<file path="config.mk">
export PLATFORM = sky130hd
export DESIGN_NAME = sc_lane_scheduler
export DESIGN_NICKNAME = d
export VERILOG_FILES = /design/src/rtl/sc_frogger_pkg.sv /design/src/rtl/sc_lane_divider.sv /design/src/rtl/sc_lane_scheduler.sv
export SDC_FILE = /design/constraint.sdc
export NUM_CORES = 1
export LEC_CHECK = 0
export CORE_AREA = 10 10 88 90
export DETAILED_ROUTE_END_ITERATION = 6
export DIE_AREA = 0 0 98 100
export PLACE_DENSITY = 0.84
export SYNTH_ARGS = -nofsm -noshare
export SYNTH_HDL_FRONTEND = slang
export SYNTH_HIERARCHICAL = 1
export SYNTH_SLANG_ARGS = --single-unit
</file>
<file path="constraint.sdc">
create_clock -name SC_LANESCHEDULER_CLOCK_50 -period 2.7 [get_ports SC_LANESCHEDULER_CLOCK_50]
set_clock_uncertainty 0.2 [all_clocks]
set_input_delay 0.675 -clock SC_LANESCHEDULER_CLOCK_50 [delete_from_list [all_inputs] [get_ports SC_LANESCHEDULER_CLOCK_50]]
set_output_delay 0.675 -clock SC_LANESCHEDULER_CLOCK_50 [all_outputs]
set_load 0.01 [all_outputs]
</file>
<file path="src/rtl/sc_frogger_pkg.sv">
// Shared Frogger types and constants: game state, shift-select codes, life/level limits,
// and the per-lane movement period helper.
package sc_frogger_pkg;

  typedef enum logic [2:0] {
    StIdle,
    StLoad,
    StRun,
    StPause,
    StHit,
    StWin,
    StOver
  } scState_e;

  localparam logic [1:0] SHIFT_LEFT  = 2'b01;
  localparam logic [1:0] SHIFT_RIGHT = 2'b10;
  localparam logic [1:0] SHIFT_HOLD  = 2'b11;

  localparam logic [1:0] LIVES_INIT = 2'd3;
  localparam logic [2:0] LEVEL_MAX  = 3'd7;

  // Ticks between moves for a lane: max(1, lane + 2 - level); higher lanes are slower.
  function automatic logic [3:0] lanePeriod(input int unsigned lane, input logic [2:0] level);
    logic signed [4:0] p;
    p = $signed(5'(lane + 2)) - $signed({2'b00, level});
    return (p < 5'sd1) ? 4'd1 : p[3:0];
  endfunction

endpackage

</file>
<file path="src/rtl/sc_lane_divider.sv">
// Per-lane tick divider: counts base ticks down from the lane period and flags the tick
// on which the lane should move. The strobe is combinational; the scheduler registers it.
module sc_lane_divider (
  input  logic       clk,
  input  logic       resetInLow,
  input  logic       load,
  input  logic       tick,
  input  logic       freeze,
  input  logic [3:0] period,
  output logic       strobe
);

  logic [3:0] countQ;

  assign strobe = tick && !freeze && !load && (countQ == 4'd1);

  // Down-counter: reload on load or on expiry, hold while frozen.
  always_ff @(posedge clk or negedge resetInLow) begin
    if (!resetInLow) begin
      countQ <= 4'd0;
    end else if (load) begin
      countQ <= period;
    end else if (tick && !freeze) begin
      countQ <= (countQ == 4'd1) ? period : countQ - 4'd1;
    end
  end

endmodule

</file>
<file path="src/rtl/sc_lane_scheduler.sv">
// Frogger game sequencer: game FSM, lives/level, base-tick prescaler and per-lane movement
// scheduler. Optional pause support is compiled in with SC_LANESCHEDULER_PAUSE_EN.
module sc_lane_scheduler
  import sc_frogger_pkg::*;
#(
  parameter int unsigned NUM_LANES   = 4,
  parameter int unsigned TICK_PERIOD = 2_500_000,
  parameter int unsigned CNT_W       = 22
) (
  input  logic                   SC_LANESCHEDULER_CLOCK_50,
  input  logic                   SC_LANESCHEDULER_RESET_InLow,
  input  logic                   SC_LANESCHEDULER_startButton_InLow,
  input  logic                   SC_LANESCHEDULER_pauseButton_InLow,
  input  logic                   SC_LANESCHEDULER_collision_InLow,
  input  logic                   SC_LANESCHEDULER_goal_InLow,
  output logic [2*NUM_LANES-1:0] SC_LANESCHEDULER_laneShiftSelection_Out,
  output logic                   SC_LANESCHEDULER_laneLoad_OutLow,
  output logic                   SC_LANESCHEDULER_frogClear_OutLow,
  output logic [2:0]             SC_LANESCHEDULER_level_Out,
  output logic [1:0]             SC_LANESCHEDULER_lives_Out,
  output logic                   SC_LANESCHEDULER_gameOver_Out
);

  localparam logic [CNT_W-1:0] TickLast = CNT_W'(TICK_PERIOD - 1);

  logic clk, rstN;
  assign clk  = SC_LANESCHEDULER_CLOCK_50;
  assign rstN = SC_LANESCHEDULER_RESET_InLow;

  scState_e stateQ, stateD;
  logic startPrevQ, startEdge;
  logic [CNT_W-1:0] prescalerQ;
  logic tick, pauseReq, eventTake;
  logic [1:0] livesQ, livesD;
  logic [2:0] levelQ, levelD;
  logic [NUM_LANES-1:0] laneStrobe;
  logic [2*NUM_LANES-1:0] laneShiftQ, laneShiftD;
  logic loadQ, loadD;
  logic gameOverQ, gameOverD;

  assign startEdge = startPrevQ && !SC_LANESCHEDULER_startButton_InLow;

`ifdef SC_LANESCHEDULER_PAUSE_EN
  assign pauseReq = !SC_LANESCHEDULER_pauseButton_InLow;
`else
  assign pauseReq = 1'b0;
`endif

  // Any RUN event suppresses the strobes that would otherwise be issued this cycle.
  assign eventTake = (stateQ == StRun) && (!SC_LANESCHEDULER_collision_InLow ||
                     !SC_LANESCHEDULER_goal_InLow || pauseReq);
  assign tick      = (stateQ == StRun) && (prescalerQ == TickLast);

  // State register and start-button history.
  always_ff @(posedge clk or negedge rstN) begin
    if (!rstN) begin
      stateQ     <= StIdle;
      startPrevQ <= 1'b1;
    end else begin
      stateQ     <= stateD;
      startPrevQ <= SC_LANESCHEDULER_startButton_InLow;
    end
  end

  // Next-state logic; RUN priority is collision, then goal, then pause.
  always_comb begin
    stateD = stateQ;
    case (stateQ)
      StIdle, StOver: if (startEdge) stateD = StLoad;
      StLoad:         stateD = StRun;
      StRun: begin
        if (!SC_LANESCHEDULER_collision_InLow) stateD = StHit;
        else if (!SC_LANESCHEDULER_goal_InLow) stateD = StWin;
        else if (pauseReq)                     stateD = StPause;
      end
      StPause:        if (SC_LANESCHEDULER_pauseButton_InLow) stateD = StRun;
      StHit:          stateD = (livesQ == 2'd1) ? StOver : StLoad;
      StWin:          stateD = StLoad;
      default:        stateD = StIdle;
    endcase
  end

  // Output next values: lane codes from divider strobes, lives/level updates, load strobe.
  always_comb begin
    livesD = livesQ;
    levelD = levelQ;
    for (int i = 0; i < NUM_LANES; i++) begin
      laneShiftD[2*i +: 2] = (laneStrobe[i] && !eventTake) ?
                             (((i % 2) == 0) ? SHIFT_RIGHT : SHIFT_LEFT) : SHIFT_HOLD;
    end
    if ((stateQ == StIdle || stateQ == StOver) && startEdge) begin
      livesD = LIVES_INIT;
      levelD = 3'd0;
    end
    if (stateQ == StHit) livesD = livesQ - 2'd1;
    if (stateQ == StWin && levelQ != LEVEL_MAX) levelD = levelQ + 3'd1;
    loadD     = (stateD != StLoad);
    gameOverD = (stateD == StOver);
  end

  // Registered outputs and game counters.
  always_ff @(posedge clk or negedge rstN) begin
    if (!rstN) begin
      laneShiftQ <= '1;
      loadQ      <= 1'b1;
      livesQ     <= LIVES_INIT;
      levelQ     <= 3'd0;
      gameOverQ  <= 1'b0;
    end else begin
      laneShiftQ <= laneShiftD;
      loadQ      <= loadD;
      livesQ     <= livesD;
      levelQ     <= levelD;
      gameOverQ  <= gameOverD;
    end
  end

  // Base-tick prescaler: cleared in LOAD, counts only in RUN, frozen elsewhere.
  always_ff @(posedge clk or negedge rstN) begin
    if (!rstN) begin
      prescalerQ <= '0;
    end else if (stateQ == StLoad) begin
      prescalerQ <= '0;
    end else if (stateQ == StRun) begin
      prescalerQ <= tick ? '0 : prescalerQ + CNT_W'(1);
    end
  end

  for (genvar i = 0; i < NUM_LANES; i++) begin : gLane
    sc_lane_divider uDivider (
      .clk       (clk),
      .resetInLow(rstN),
      .load      (stateQ == StLoad),
      .tick      (tick),
      .freeze    (stateQ == StPause),
      .period    (lanePeriod(i, levelQ)),
      .strobe    (laneStrobe[i])
    );
  end

  assign SC_LANESCHEDULER_laneShiftSelection_Out = laneShiftQ;
  assign SC_LANESCHEDULER_laneLoad_OutLow        = loadQ;
  assign SC_LANESCHEDULER_frogClear_OutLow       = loadQ;
  assign SC_LANESCHEDULER_level_Out              = levelQ;
  assign SC_LANESCHEDULER_lives_Out              = livesQ;
  assign SC_LANESCHEDULER_gameOver_Out           = gameOverQ;

endmodule

</file>
==> impl_metrics.yaml <==
clocking:
  postCtsHoldBufs: 0
  post_cts_buffers: 0
  clock-root-buffer: "sky130_fd_sc_hd__clkbuf_8"
  tritoncts.num_buffers: 5
  ctsLongestPathBuffers: 2
  cts_repair_resize_count: 0
  tritoncts: "yes"
  cts.clk_slew.worst_paths_ns: 0.11
  cts_max_level: 2
  clock-sinks: 53
  clkLatencyLatePin_ns: 0.32
setup_path:
  startpoint: "prescalerQ[0]"
  worst_path_dominant_cell_family: "simple AND/OR/NAND/NOR gates"
  capturing_point_of_the_worst_reg2reg_path: "gLane[2].uDivider/countQ[3]"
  worst_setup_path_start_kind: "flip-flop"
  crit_arrival_ns: 2.47
  worst_path_max_delay_cell: "sky130_fd_sc_hd__dfrtp_1"
  worst_setup_path_end_kind: "flip-flop"
  critical_path.max_fanout: 8
  required_ns: 2.74
  r2r_slack_ns: 0.28
  critical-path-max-stage-delay_ns: 0.41
  critPathBufInv: 0
  critical_path.reg2reg.startpoint: "prescalerQ[0]"
  most_frequent_cell_on_the_critical_path: "sky130_fd_sc_hd__and3_1"
  setup.worst_path.class: "flip-flop to flip-flop"
  crit_chain: "ha_1, and4_1, and3_1, and3_1, nor2b_1, nor2_1, a21oi_2, a2bb2oi_1"
  length_in_cells_of_the_worst_reg_to_reg_path: 8
power:
  p_per_area_mw_per_mm2: 903
  irDropWorstVdd_v: 0.000476
  power_leakage_uw: 0.00165
global_routing:
  number_of_global_route_vias_before_repair: 2951
  first_pass_grt_wire_length_um: 13100
  gr-usage-all-layers: 0.154
  grt_start_max_net_pins: 54
  global_route.overflow_total: 0
  grt_antenna_before_repair: 0
layout:
  share_of_final_layout_standard_cells_stronger_than_drive_strength_1: 0.136
  mostFrequentLayoutCell: "sky130_fd_sc_hd__dfrtp_1"
  most_used_cells_in_the_layout_excluding_fill_and_tap_cells: "sky130_fd_sc_hd__dfrtp_1, sky130_fd_sc_hd__nand2_1, sky130_fd_sc_hd__inv_1, sky130_fd_sc_hd__a21oi_1, sky130_fd_sc_hd__ha_1"
  area_growth_pct: 9.28
  seqCellArea_mm2: 0.00134
  post_layout_net_count: 439
  num-fill-cells: 523
  multi_input_area_mm2: 0.00196
  layout.core_utilization: 0.622
  antenna-diode-count: 0
sta:
  timing.setup.tns_ns: 0
  whs_ns: 0.273
  setup_repair_after_global_routing_missed_its_margin: "false"
  layout_setup_ws_ns: 0.277
  post_route_fraction_of_the_period_consumed_by_the_critical_path: 0.897
  timing.final.hold_violations: 0
  fmax_mhz: 413
  maxSlewHeadroom: 0.494
  finalWorstPathRequiredPeriod_ns: 2.42
  tightest_slew_ns: 0.759
  final_count_of_negative_setup_slack_endpoints: 0
  final_max_tran_viols: 0
synth:
  synth_enable_flop_cells: 0
  synth.cell_area_mm2: 0.00349
  post_synth_num_cell_types: 54
  post_synth.cell_area_avg_um2: 8.86
  netlist_instances: 394
  asyncSetResetFlopFracSynth: 1.00
  synth-seq-area-share: 0.383
  synth_ff_type: "sky130_fd_sc_hd__dfrtp_1"
  synthesis.yosys.warnings: 6
  ys_seq_elements: 53
placement:
  dp.final_hpwl_um: 5420
  dp_worst_setup_slack_ns: 0.312
  port_buffers: 17
  gpl_wtd_cong: 0.864
die:
  ios: 22
  placementRows: 29
  die_span_in_y_um: 100
  floorplan.die_area_mm2: 0.00980
  floorplan.die.width_um: 98
  start_util: 0.569
  core-area_mm2: 0.00613
run:
  drv_cap: 0
drt:
  post_drt_wl_per_cell_um: 15.1
  drt-total-wl_um: 7400
  drt_drc_violations_left: 0
  drtAntennaViolNets: 0
  via_count: 2880
  routed_via_density: 5.89
  detailedRoute.firstIterationViolations: 103
  drt_pass_1_iters: 4
outcome:
  status: "complete, no violations"
hold_path:
  class_of_the_tightest_hold_or_removal_check: "primary input to asynchronous set/reset pin"
power breakdown:
| group | leakage [µW] | switching, µW | internal [µW] |
|---|---|---|---|
| registers | 0.000672 | 246 | 1000 |
| clock network | 0.0000487 | 293 | 190 |
| logic | 0.000926 | 988 | 725 |
how the worst max path moves through the flow:
stage / endpoint / slack, ns / depth (start not counted)
floorplan: gLane[2].uDivider/countQ[0] / 0.62 / 8
global placement: SC_LANESCHEDULER_frogClear_OutLow / 0.41 / 6
detailed placement: gLane[2].uDivider/countQ[3] / 0.31 / 8
CTS: gLane[2].uDivider/countQ[3] / 0.29 / 8
global route: gLane[2].uDivider/countQ[3] / 0.14 / 8
finish: gLane[2].uDivider/countQ[3] / 0.28 / 8
per-stage QoR:
stage / total power [µW] / cell area, µm² / std cells
6_report: 3440 / 3810 / 489
5_1_grt: 3730 / 3810 / 489
4_1_cts: 3460 / 3810 / 489
3_5_place_dp: 2960 / 3720 / 481
3_3_place_gp: 2860 / 3720 / 481
2_1_floorplan: 2490 / 3500 / 397
cells by family after synthesis:
family                   share of synthesized area
XOR/XNOR                                   0.00502
buffers and inverters                       0.0613
flip-flops                                   0.383
AND/OR/NAND/NOR                              0.291
other                                      0.00215
AO/OA/AOI/OAI                                0.167
multiplexers                                0.0115
adder cells (fa/ha/maj)                     0.0789
per-layer routing:
metal / GRT usage / routed length, µm / vias to the layer above
met5: 0 / 0 / -
met4: 0.0738 / 123 / 0
met3: 0.0268 / 224 / 12
met2: 0.272 / 3710 / 46
met1: 0.176 / 3340 / 1405
li1: - / - / 1417
synthesized netlist by cell type, types with 5 or more instances:
cell type                  count  area [µm²]
sky130_fd_sc_hd__o211ai_1      5        37.5
sky130_fd_sc_hd__nand3_1      21         105
sky130_fd_sc_hd__dfrtp_1      45        1130
sky130_fd_sc_hd__ha_1         22         275
sky130_fd_sc_hd__dfstp_2       8         210
sky130_fd_sc_hd__buf_2         6        30.0
sky130_fd_sc_hd__nor2b_1       7        43.8
sky130_fd_sc_hd__o22ai_1       7        43.8
sky130_fd_sc_hd__nor3_1        8        40.0
sky130_fd_sc_hd__nor2_2        6        37.5
sky130_fd_sc_hd__and2_1        5        31.3
sky130_fd_sc_hd__nand2_1      43         161
sky130_fd_sc_hd__inv_1        33         124
sky130_fd_sc_hd__nand2b_1     13        81.3
sky130_fd_sc_hd__nor2_1       14        52.6
sky130_fd_sc_hd__buf_4         6        45.0
sky130_fd_sc_hd__o21ai_1       6        30.0
sky130_fd_sc_hd__and3_1        7        43.8
sky130_fd_sc_hd__a21oi_1      31         155
sky130_fd_sc_hd__or3_1        12        75.1
sky130_fd_sc_hd__o21ai_0      17        85.1
sky130_fd_sc_hd__a21oi_2       5        43.8
sky130_fd_sc_hd__nand3b_1      6        45.0
sequential cells by signal, indices dropped and copies added (netlist names):
| register | flops |
|---|---|
| SC_LANESCHEDULER_frogClear_OutLow | 1 |
| SC_LANESCHEDULER_gameOver_Out | 1 |
| SC_LANESCHEDULER_laneShiftSelection_Out | 4 |
| SC_LANESCHEDULER_level_Out | 3 |
| SC_LANESCHEDULER_lives_Out | 2 |
| gLane.uDivider/countQ | 16 |
| prescalerQ | 22 |
| startPrevQ | 1 |
| stateQ | 3 |
worst reg2reg max path: cells and delay by family (launching register included):
| kind | cells | cell delay [ns] |
|---|---|---|
| AOI/OAI and AO/OA | 2 | 0.31 |
| adders and majority gates | 1 | 0.23 |
| DFF | 1 | 0.41 |
| and+or+nand+nor | 5 | 1.22 |
cell type report:
class	count	area share
inverters	34	0.0335
clock buffers	5	0.0180
flip-flops and latches	53	0.350
multi-input cells	295	0.513
well taps	77	0.0253
repair buffers	22	0.0531
clock inverters	3	0.00689
Power figures use the tool's default switching activity.
